File: config.mk
export PLATFORM = sky130hd
export DESIGN_NAME = alu_seq
export DESIGN_NICKNAME = d
export VERILOG_FILES = /design/src/rtl/alu_seq.sv
export SDC_FILE = /design/constraint.sdc
export NUM_CORES = 1
export LEC_CHECK = 0
export CAP_MARGIN = 20
export CELL_PAD_IN_SITES_DETAIL_PLACEMENT = 0
export CELL_PAD_IN_SITES_GLOBAL_PLACEMENT = 1
export CORE_MARGIN = 1.5
export CORE_UTILIZATION = 50
export CTS_BUF_LIST = sky130_fd_sc_hd__clkbuf_16
export DETAILED_ROUTE_END_ITERATION = 16
export HOLD_SLACK_MARGIN = 0.03
export PLACE_DENSITY_LB_ADDON = 0.05
export SLEW_MARGIN = 30
export SYNTH_ARGS = -nofsm -noshare
export SYNTH_HDL_FRONTEND = slang
export SYNTH_SLANG_ARGS = --single-unit
export TNS_END_PERCENT = 50
File: constraint.sdc
create_clock -name clk -period 4.8 [get_ports clk]
set_input_delay 0.96 -clock clk [delete_from_list [all_inputs] [get_ports clk]]
set_output_delay 0.96 -clock clk [all_outputs]
set_load 0.01 [all_outputs]
File: src/rtl/alu_seq.sv
// alu_seq: multicycle operand sequencer feeding an external ALU stage.
// Optional repeat mode is enabled by defining ALU_SEQ_REPEAT_EN.
module alu_seq #(
   parameter int REGS = 8,
   parameter int W = 16,
   localparam int AW = $clog2(REGS)
) (
   input  logic          clk,
   input  logic          rst,
   input  logic          start,
   input  logic [2:0]    opc_in,
   input  logic          inc_in,
`ifdef ALU_SEQ_REPEAT_EN
   input  logic [3:0]    rep_in,
`endif
   input  logic [AW-1:0] sa,
   input  logic [AW-1:0] sb,
   input  logic [AW-1:0] sd,
   input  logic          ld,
   input  logic [AW-1:0] ld_addr,
   input  logic [W-1:0]  ld_data,
   input  logic [AW-1:0] rd_addr,
   output logic [W-1:0]  rd_data,
   output logic [W-1:0]  aluA,
   output logic [W-1:0]  aluB,
   output logic [2:0]    aluOpc,
   output logic          aluInc,
   input  logic [W-1:0]  aluW,
   input  logic          aluZer,
   input  logic          aluNeg,
   output logic          busy,
   output logic          done,
   output logic          zf,
   output logic          nf
);

   typedef enum logic [1:0] {IDLE, READ, EXEC, WRITE} state_t;

   state_t state, next;

   logic [W-1:0]  regs [REGS];
   logic [2:0]    opc_q;
   logic          inc_q;
   logic [AW-1:0] sa_q, sb_q, sd_q;
   logic [W-1:0]  res_q;
   logic          zer_q, neg_q;
   logic          last;
   logic          accept, load, rd_en, ex_en, wb_en, fin;

`ifdef ALU_SEQ_REPEAT_EN
   logic [3:0] rep_q;
   assign last = (rep_q == 4'd0);
`else
   assign last = 1'b1;
`endif

   assign rd_data = regs[rd_addr];

   // state register
   always_ff @(posedge clk) begin
      if (!rst) state <= IDLE;
      else      state <= next;
   end

   // next-state logic; a non-final WRITE loops back to re-read operands
   always_comb begin
      next = state;
      unique case (state)
         IDLE:  if (start) next = READ;
         READ:  next = EXEC;
         EXEC:  next = WRITE;
         WRITE: next = last ? IDLE : READ;
         default: next = IDLE;
      endcase
   end

   // per-state control strobes; start and ld only count while idle
   always_comb begin
      accept = (state == IDLE) && start;
      load   = (state == IDLE) && ld;
      rd_en  = (state == READ);
      ex_en  = (state == EXEC);
      wb_en  = (state == WRITE);
      fin    = wb_en && last;
   end

   // register file: preload while idle, result writeback in WRITE
   always_ff @(posedge clk) begin
      if (!rst) begin
         for (int i = 0; i < REGS; i++) regs[i] <= '0;
      end else begin
         if (load)  regs[ld_addr] <= ld_data;
         if (wb_en) regs[sd_q]    <= res_q;
      end
   end

   // command latch, operand staging, result capture and status flags
   always_ff @(posedge clk) begin
      if (!rst) begin
         opc_q  <= '0;
         inc_q  <= 1'b0;
         sa_q   <= '0;
         sb_q   <= '0;
         sd_q   <= '0;
         aluA   <= '0;
         aluB   <= '0;
         aluOpc <= 3'b111;
         aluInc <= 1'b0;
         res_q  <= '0;
         zer_q  <= 1'b0;
         neg_q  <= 1'b0;
         busy   <= 1'b0;
         done   <= 1'b0;
         zf     <= 1'b0;
         nf     <= 1'b0;
`ifdef ALU_SEQ_REPEAT_EN
         rep_q  <= '0;
`endif
      end else begin
         done <= fin;
         if (accept) begin
            opc_q <= opc_in;
            inc_q <= inc_in;
            sa_q  <= sa;
            sb_q  <= sb;
            sd_q  <= sd;
            busy  <= 1'b1;
`ifdef ALU_SEQ_REPEAT_EN
            rep_q <= rep_in;
`endif
         end
         if (rd_en) begin
            aluA   <= regs[sa_q];
            aluB   <= regs[sb_q];
            aluOpc <= opc_q;
            aluInc <= inc_q;
         end
         if (ex_en) begin
            res_q <= aluW;
            zer_q <= aluZer;
            neg_q <= aluNeg;
         end
         if (wb_en) begin
            zf <= zer_q;
            nf <= neg_q;
`ifdef ALU_SEQ_REPEAT_EN
            if (!last) rep_q <= rep_q - 4'd1;
`endif
         end
         if (fin) busy <= 1'b0;
      end
   end

endmodule

==> summary.md <==
| Metric | Value |
|---|---|
| Post-Layout Cell Count | `1232` |
| DR WL/cell | `24.1 um` |
| Fmax | `250 MHz` |
| Dpl hpwl | `21.1 mm` |
| Synth async-reset ratio | `0` |
| Root buffer cell | `clkbuf_16` |
| Met3 Wirelength | `1.59 mm` |
| Port bufs | `about 110` |
| Post-synthesis sequential area ratio | `0.506` |
| Starting Density | `0.514` |
| Worst Hold End | `opc_q[0]` |
| Status | `finished clean` |
| Gpl congestion | `0.927` |
| Final #Nets | `roughly 1.0k` |
| P_leak | `4.47 nW` |
| Chip width | `148 um` |
| Area grow syn2layout | `17.6%` |
| # diodes | `0` |
| Flops & latches, synth | `201` |
| DR iter-0 viols | `542` |
| Clock Latency Late Sink | `around 0.52 ns` |
| Number of max-cap violations | `0` |
| Post-CTS Setup Bufs | `0` |
| Total gr overflow | `0` |
| I/O Pins | `113` |
| Final-report setup violation count | `0` |
| # fillers | `roughly 1.6k` |
| WL final | `29.6 mm` |
| Crit path capture type | `output pin` |
| Post-Syn Area | `10500 um2` |
| Worst slew pin tran | `1.00 ns` |
| Initial antenna violation count | `0` |
| CP Class | `in2out` |
| Tmin final | `4.01 ns` |
| GRT Util Overall | `0.273` |
| # resized after CTS | `0` |
| Syn avg cell area | `between 10 and 15 um2` |
| Syn nets | `between 900 and 1k` |
| Crit-path max cell delay | `between 0.4 and 0.5 ns` |
| Vias/cell | `6.08` |
| Core Area | `20400 um2` |
| Synth Warn # | `0` |
| Worst-path cell chain | `clkdlybuf4s50_1 -> buf_4 -> mux4_2 -> mux2_2 -> clkdlybuf4s50_1` |
| Pre-CTS WS | `0.804 ns` |
| TritonCTS clock tree | `yes` |
| Slowest CP cell | `clkdlybuf4s50_1` |
| RSZ-0062 raised after global routing | `false` |
| Area after DPL | `11600 um2` |
| Detailed Routing Iterations Pass 1 | `5` |
| Crit Reg-Reg Endpoint | `regs[5][9]` |
| Setup_tns | `0 ns` |
| Most used cell along the critical path | `clkdlybuf4s50_1` |
| Num CTS Buffers | `23` |
| Worst R2R Path Depth | `6` |
| Max clock buf depth | `3` |
| Worst Hold Class | `reg2reg` |
| DRC | `0` |
| Die Height | `148 um` |
| Crit path required time | `roughly 3.8 ns` |
| Post-synth EDFFs | `between 100 and 150` |
| Commonest cells after routing, fill and taps aside | `131 x nor2_1, 128 x edfxtp_1, 110 x clkdlybuf4s50_1, 104 x mux2i_1, 71 x dfxtp_1` |
| Clock transition at the registers of the reported paths | `around 0.060 ns` |
| Vias in the first global route | `7604` |
| Final Max Tran Viols | `0` |
| Slew margin rel. | `0.331` |
| Part of the cycle the worst path needs | `0.834` |
| Post-Synthesis Cells | `roughly 860` |
| Met1 wire length | `roughly 10 mm` |
| Top routing layer used | `met4` |
| FF-to-FF Start | `state[0]` |
| Hold-fix buffers, CTS | `0` |
| First-pass GRT wire length | `44.7 mm` |
| Peak supply drop | `between 0.2 and 0.3 mV` |
| Pin count of the biggest net entering global routing | `69` |
| Total Power | `5.50 mW` |
| WL met2 | `16.0 mm` |
| Nature of the critical path startpoint | `input port` |
| Routed vias | `7491` |
| Pwr Density | `446 nW/um2` |
| CTS sink cnt | `201` |
| Number of hold violations in the final report | `0` |
| HP Start | `opc_q[0]` |
| CP max FO | `32` |
| Die area | `21800 um2` |
| Number of routed nets with antenna violations | `0` |
| Fin area | `12300 um2` |
| Post-Place Cells | `~1.2k` |
| Yosys cell types | `42` |
| R2R setup slack | `1.56 ns` |
| Most used DFF post-synth | `edfxtp_1` |
| H-tree levels | `1` |
| Clock Skew | `around 0.021 ns` |
| Worst setup margin | `between 0.7 and 0.8 ns` |
| WHS | `0.463 ns` |
| Share of cells above drive strength 1 | `0.151` |
| Worst hold stages | `2` |
| Finished Core Util | `0.605` |
| Arrival time at the worst endpoint | `3.05 ns` |
| Row count | `52` |
| Most common cell after layout, fill and taps aside | `nor2_1` |
-- critical path: cells and delay by family --
kind                   cells  cell delay [ns]
muxes                      2             0.68
buffers and inverters      3             1.38
-- power by group --
group	switching [mW]	internal (mW)
registers	0.206	2.09
logic	0.808	0.747
clock network	0.687	0.958
-- flip-flops by register name, indices dropped and copies added (netlist names) --
name / count
sa_q: 3
aluOpc: 3
zer_q: 1
inc_q: 1
aluB: 16
regs: 128
sb_q: 3
neg_q: 1
nf: 1
state: 2
busy: 1
done: 1
res_q: 16
aluA: 16
opc_q: 3
sd_q: 3
zf: 1
aluInc: 1
-- layout make-up --
cell class,instances,area (um2),share of cell area
clock inverter,18,111,0.00904
inverter,3,11.3,0.000914
multi-input combinational,592,4750,0.385
clock buffer,24,601,0.0488
sequential,201,5310,0.431
tap,270,338,0.0274
timing repair buffer,124,1200,0.0975
-- synthesized netlist by cell type, types with 3 or more instances --
cell type	instances	area, um2
ha_1	5	62.6
mux4_2	32	721
edfxtp_1	128	3840
a22oi_1	3	22.5
buf_2	19	95.1
o221ai_1	3	26.3
nand2_2	8	50.1
buf_8	3	45.0
mux2i_1	105	1050
a221o_1	29	290
buf_12	4	80.1
o21ai_1	13	65.1
dfxtp_1	73	1460
a21oi_1	32	160
nor2b_1	25	156
o22ai_1	29	181
buf_6	8	90.1
mux2_2	49	552
o21ai_0	22	110
nand2b_1	5	31.3
nor2_1	132	495
clkbuf_1	23	86.3
nand2_1	43	161
a21boi_0	13	97.6
buf_1	6	22.5
mux2_1	31	349
-- how the worst max path moves through the flow --
stage	slack (ns)	to	cells past startpoint	from
4_1_cts	0.79	rd_data[11]	5	rd_addr[1]
6_report	0.79	rd_data[14]	5	rd_addr[1]
3_3_place_gp	0.84	rd_data[2]	5	rd_addr[1]
3_5_place_dp	0.80	rd_data[11]	5	rd_addr[1]
5_1_grt	0.73	rd_data[14]	5	rd_addr[1]
2_1_floorplan	1.75	rd_data[0]	4	rd_addr[0]
-- routing by layer --
layer | global-route usage | up-vias
met1 | 0.301 | 3702
met2 | 0.511 | 313
met4 | 0.150 | 0
li1 | - | 3393
met5 | 0 | -
met3 | 0.0299 | 83
-- cells by family (layout without fill, tap and decap cells) --
logic type,count (synthesis),in the layout,synth area share
fa+ha+maj,5,5,0.00597
buf+inv,69,169,0.0428
compound gates,149,149,0.0966
simple gates,221,221,0.0933
flops,201,201,0.506
mux,217,217,0.255
Power figures use the tool's default switching activity.
==> patch 1, RTL diff (same flow settings) <==
Encoding of `state_t`: now one-hot (4 bits for 4 states).
--- a/src/rtl/alu_seq.sv
+++ b/src/rtl/alu_seq.sv
@@ -34,7 +34,7 @@
    output logic          nf
 );
 
-   typedef enum logic [1:0] {IDLE, READ, EXEC, WRITE} state_t;
+   typedef enum logic [3:0] {IDLE = 4'b0001, READ = 4'b0010, EXEC = 4'b0100, WRITE = 4'b1000} state_t;
 
    state_t state, next;
 
Behaviour: no difference found for any inputs over 4 cycles, from zero or initial values and one cycle with rst low; so few cycles prove little.
==> patch 1 against the original RTL <==
Area after synthesis up 6.4%. Core utilization decreased by 0.53 points. Setup slack lost 0.031 ns. Wire length rose by 6.5%. Design area is 6.2% higher. Via count increased by 4.9%. Sequential cell count rose by 2. Critical path type unchanged.
Power is not compared: it rests on default switching activity, and its combinational part moved more than twofold at a synthesized area within 25%.
==> patch 1: results (changes against the original RTL) <==
CTS
  • Clock Latency Late Sink: 0.50 ns (-0.02 ns)
  • CTS root buffer: clkbuf_16
  • TritonCTS buffer count: 23 (unchanged)
  • Max Buffers Root-to-Sink: 3 (unchanged)

Detailed routing
  • Routed len/inst: 27.1 µm (+12%)
  • DR vias: 7857 (+4.9%)
  • DRT iter0 DRCs: 967 (+78%)

Place
  • Dpl cell area: 12400 µm² (+6.6%)
  • RePlAce Congestion: 0.974 (+5.1%)
  • IO Port Bufs: 112 (unchanged)
  • Hpwl dp: 21500 µm (+1.6%)

Synthesis
  • Synth cell count leaders: edfxtp_1 (128), mux4_2 (96), a22o_2 (89)
  • Synth cell types: 37 (-12%)
  • Synthesized net count: 868 (-6.1%)
  • Post-synthesis sequential area ratio: 0.479 (-0.0271)
  • Top cells by area, synth: edfxtp_1 (34%), mux4_2 (19%), dfxtp_1 (13%), a22o_2 (8.0%), mux2i_1 (3.2%)

Timing
  • Slew HR: 0.431 (+0.0992)

Worst setup path
  • Worst R2R Setup Slack: 1.98 ns (+0.42 ns)
  • Crit path DAT: 3.08 ns (+0.03 ns)

Cells and area
  • # fillers: 1707 (+4.3%)
  • Total Nets Final: 928 (-7.8%)
  • Layout cells sized above 1: 0.330 (+0.180)

Outcome
  • Status: finished, final reports clean

Global routing
  • Largest net degree at the start of global routing: 70 (+1.4%)
  • Global-route wire length before repair: 48400 µm (+8.3%)
  • GRT Util Overall: 0.273 (-0.000653)
  • Vias in the first global route: 7826 (+2.9%)
## patch 1: cell types whose count changed in the layout (fill, tap and decap cells not counted), moves of 31 or more
| cell | unedited run | this run |
|---|---|---|
| a21oi_1 | 32 | 66 |
| mux2_1 | 31 | 0 |
| nor2_1 | 131 | 4 |
| mux4_2 | 32 | 96 |
| a22o_2 | 0 | 89 |
| mux2_2 | 49 | 16 |
| a22o_1 | 0 | 39 |
| mux2i_1 | 104 | 36 |
## patch 1: cell type report
type | count | area (µm²) | share of cell area
well taps | 280 | 350 | 0.0268
inverters | 4 | 15.0 | 0.00115
multi-input cells | 493 | 5270 | 0.403
clock buffers | 23 | 576 | 0.0440
clock inverters | 18 | 143 | 0.0109
flip-flops and latches | 203 | 5350 | 0.409
repair buffers | 146 | 1380 | 0.106
## patch 1: metal layers
metal  routed length (µm)  GRT usage
met1                13200      0.397
met2                14500      0.421
met3                 3320     0.0577
met4                  610     0.0656
met5                    0          0
## patch 1: power by group through the flow
stage               clock network [mW]  registers, mW  logic, mW
finish                            1.66           2.00      0.511
global route                      1.75           2.01      0.543
CTS                               1.68           2.00      0.511
detailed placement                   0           2.04      0.509
global placement                     0           2.03      0.500
floorplan                            0           1.99      0.342
## patch 1: path summary, 6_finish.rpt
check	depth (start not counted)	startpoint	end
worst max register to register	4	state[3]$_SDFFE_PN0P_	regs[7][1]$_SDFFCE_PN0P_
worst max-delay path	5	rd_addr[1]	rd_data[5]
worst min-delay path	2	neg_q$_SDFFE_PN0N_	neg_q$_SDFFE_PN0N_
worst min register to register	2	neg_q$_SDFFE_PN0N_	neg_q$_SDFFE_PN0N_
## patch 1: through the flow
step           setup slack, ns  hold slack (ns)  power (mW)  utilization  cells
6_report                 0.763            0.458        4.18        0.600   1167
5_1_grt                  0.695            0.479        4.30        0.600   1167
4_1_cts                  0.766            0.461        4.19        0.600   1167
3_5_place_dp             0.777            0.452        2.54        0.567   1126
3_3_place_gp             0.811            0.449        2.53        0.567   1126
2_1_floorplan             1.55            0.432        2.33            -    811
## patch 1: cells by family after synthesis
kind of cell | Yosys count | share of synthesized area
AO/OA/AOI/OAI | 240 | 0.161
buffers and inverters | 115 | 0.0498
XOR/XNOR | 1 | 0.000785
multiplexers | 148 | 0.242
flip-flops | 203 | 0.479
AND/OR/NAND/NOR | 104 | 0.0671
## patch 1: critical path, stage by stage
cell,delay [ns]
clkdlybuf4s50_1,0.47
buf_4,0.43
mux4_2,0.38
mux2_2,0.30
clkdlybuf4s50_1,0.51
==> patch 2, RTL diff (same flow settings) <==
Made on the original files. Change the parameter `W` from 16 to 32.
--- a/src/rtl/alu_seq.sv
+++ b/src/rtl/alu_seq.sv
@@ -2,7 +2,7 @@
 // Optional repeat mode is enabled by defining ALU_SEQ_REPEAT_EN.
 module alu_seq #(
    parameter int REGS = 8,
-   parameter int W = 16,
+   parameter int W = 32,
    localparam int AW = $clog2(REGS)
 ) (
    input  logic          clk,
Interface: changed (5 resized); port bits go from 113 to 193. The function was not compared with the original's and may differ.
==> patch 2 against the original RTL <==
Design area rose by 88%. Wire length increased by 96%. Total power grew 83%. Setup slack gained 0.076 ns. Area after synthesis grew 87%. First-iteration DRC count increased by 130%. Sequential cell count grew 176. Critical path depth did not move. Critical path type unchanged. Largest power group unchanged.
==> patch 2: results (changes against the original RTL) <==
Outcome
  • Status: finished, final reports clean

Synthesis
  • Syn. warnings: 0 (unchanged)
  • Top cells by area, synth: edfxtp_1 (39%), dfxtp_1 (12%), mux2i_1 (9.8%), mux4_2 (7.4%), mux2_1 (5.1%)
  • Post-synth EDFFs: 256 (+100%)
  • Synth cell count leaders: nor2_1 (260), edfxtp_1 (256), mux2i_1 (191)
  • Synthesized net count: 1681 (+82%)
  • Post-synthesis sequential area ratio: 0.517 (+0.0103)
  • Synth cell types: 40 (-4.8%)
  • Gate Count Post-Synth: 1587 (+84%)

Worst setup path
  • Worst path slowest cell: mux4_2
  • CP peak stage delay: 0.52 ns (+0.03 ns)
  • Reg2Reg Depth: 6 (unchanged)
  • Worst setup path end: rd_data[5]
  • CP Launch Point: rd_addr[0]
  • Max FO, Critical Path: 23 (-28%)

Detailed routing
  • Final WL: 58000 µm (+96%)
  • DRT iter0 DRCs: 1224 (+130%)
  • DR vias: 14041 (+87%)
  • Metal1 wirelength: 25000 µm (+140%)
  • Max layer used: met5
  • Length of routed met3 wiring: 4130 µm (+160%)

Cells and area
  • Total Nets Final: 1816 (+80%)
  • Number of flip-flops under the largest register name: 256 (+100%)
  • Layout cells sized above 1: 0.151 (about the same)
  • # fillers: 3143 (+92%)

Timing
  • Tightest Pin Transition: 0.986 ns (-0.0144 ns)
  • Worst hold slack: 0.458 ns (-0.00542 ns)
  • Clk_skew: 0.0142 ns (-0.00705 ns)
  • Minimum clock period: 3.93 ns (-0.0758 ns)

Power
  • Peak VDD IR: 0.293 mV (+12%)

Global routing
  • Global-route wire length before repair: 87100 µm (+95%)
  • Largest net degree at the start of global routing: 79 (+14%)
  • Met3 global-route usage: 0.0453 (+0.0154)
  • Initial antenna violation count: 1 (+1)
  • Met1 Usage GRT: 0.398 (+0.0968)
  • Met2 Track Usage GR: 0.455 (-0.0563)
  • GRT Util Overall: 0.286 (+0.0129)

CTS
  • TritonCTS buffer count: 41 (+78%)
  • Clock Latency Late Sink: 0.55 ns (+0.03 ns)
  • Reg clk slew, reported paths: 0.06 ns (about the same)

Place
  • Dpl ws: 0.859 ns (+0.0551 ns)
  • Hpwl dp: 34300 µm (+62%)
  • IO Port Bufs: 192 (+71%)
  • Placed insts: 2197 (+85%)

Worst hold path
  • Hold endpoint: opc_q[1]$_SDFFE_PN0P_
## patch 2: where the power goes
part           internal (mW)  leakage (nW)  switching (mW)
Combinational           1.39          3.98            1.55
Sequential              3.93          3.64           0.345
Clock                   1.59         0.650            1.27
Total                   6.91          8.28            3.16
## patch 2: final cells by class
type                    instances  area share
clock inverters                32     0.00655
inverters                       3    0.000487
clock buffers                  41      0.0444
flip-flops and latches        377       0.438
multi-input cells            1072       0.382
well taps                     518      0.0280
repair buffers                227       0.101
## patch 2: per-stage QoR
step	instance area [µm²]	total power [mW]
3_3_place_gp	21900	7.23
4_1_cts	23100	10.1
6_report	23100	10.1
5_1_grt	23100	10.5
2_1_floorplan	19600	6.03
3_5_place_dp	21900	7.27
## patch 2: cells by family (layout without fill, tap and decap cells)
kind of cell | after synthesis | in the layout | share of synthesized area
mux | 425 | 425 | 0.270
flops | 377 | 377 | 0.517
buf+inv | 138 | 303 | 0.0382
compound gates | 277 | 277 | 0.0940
fa+ha+maj | 5 | 5 | 0.00320
simple gates | 365 | 365 | 0.0776
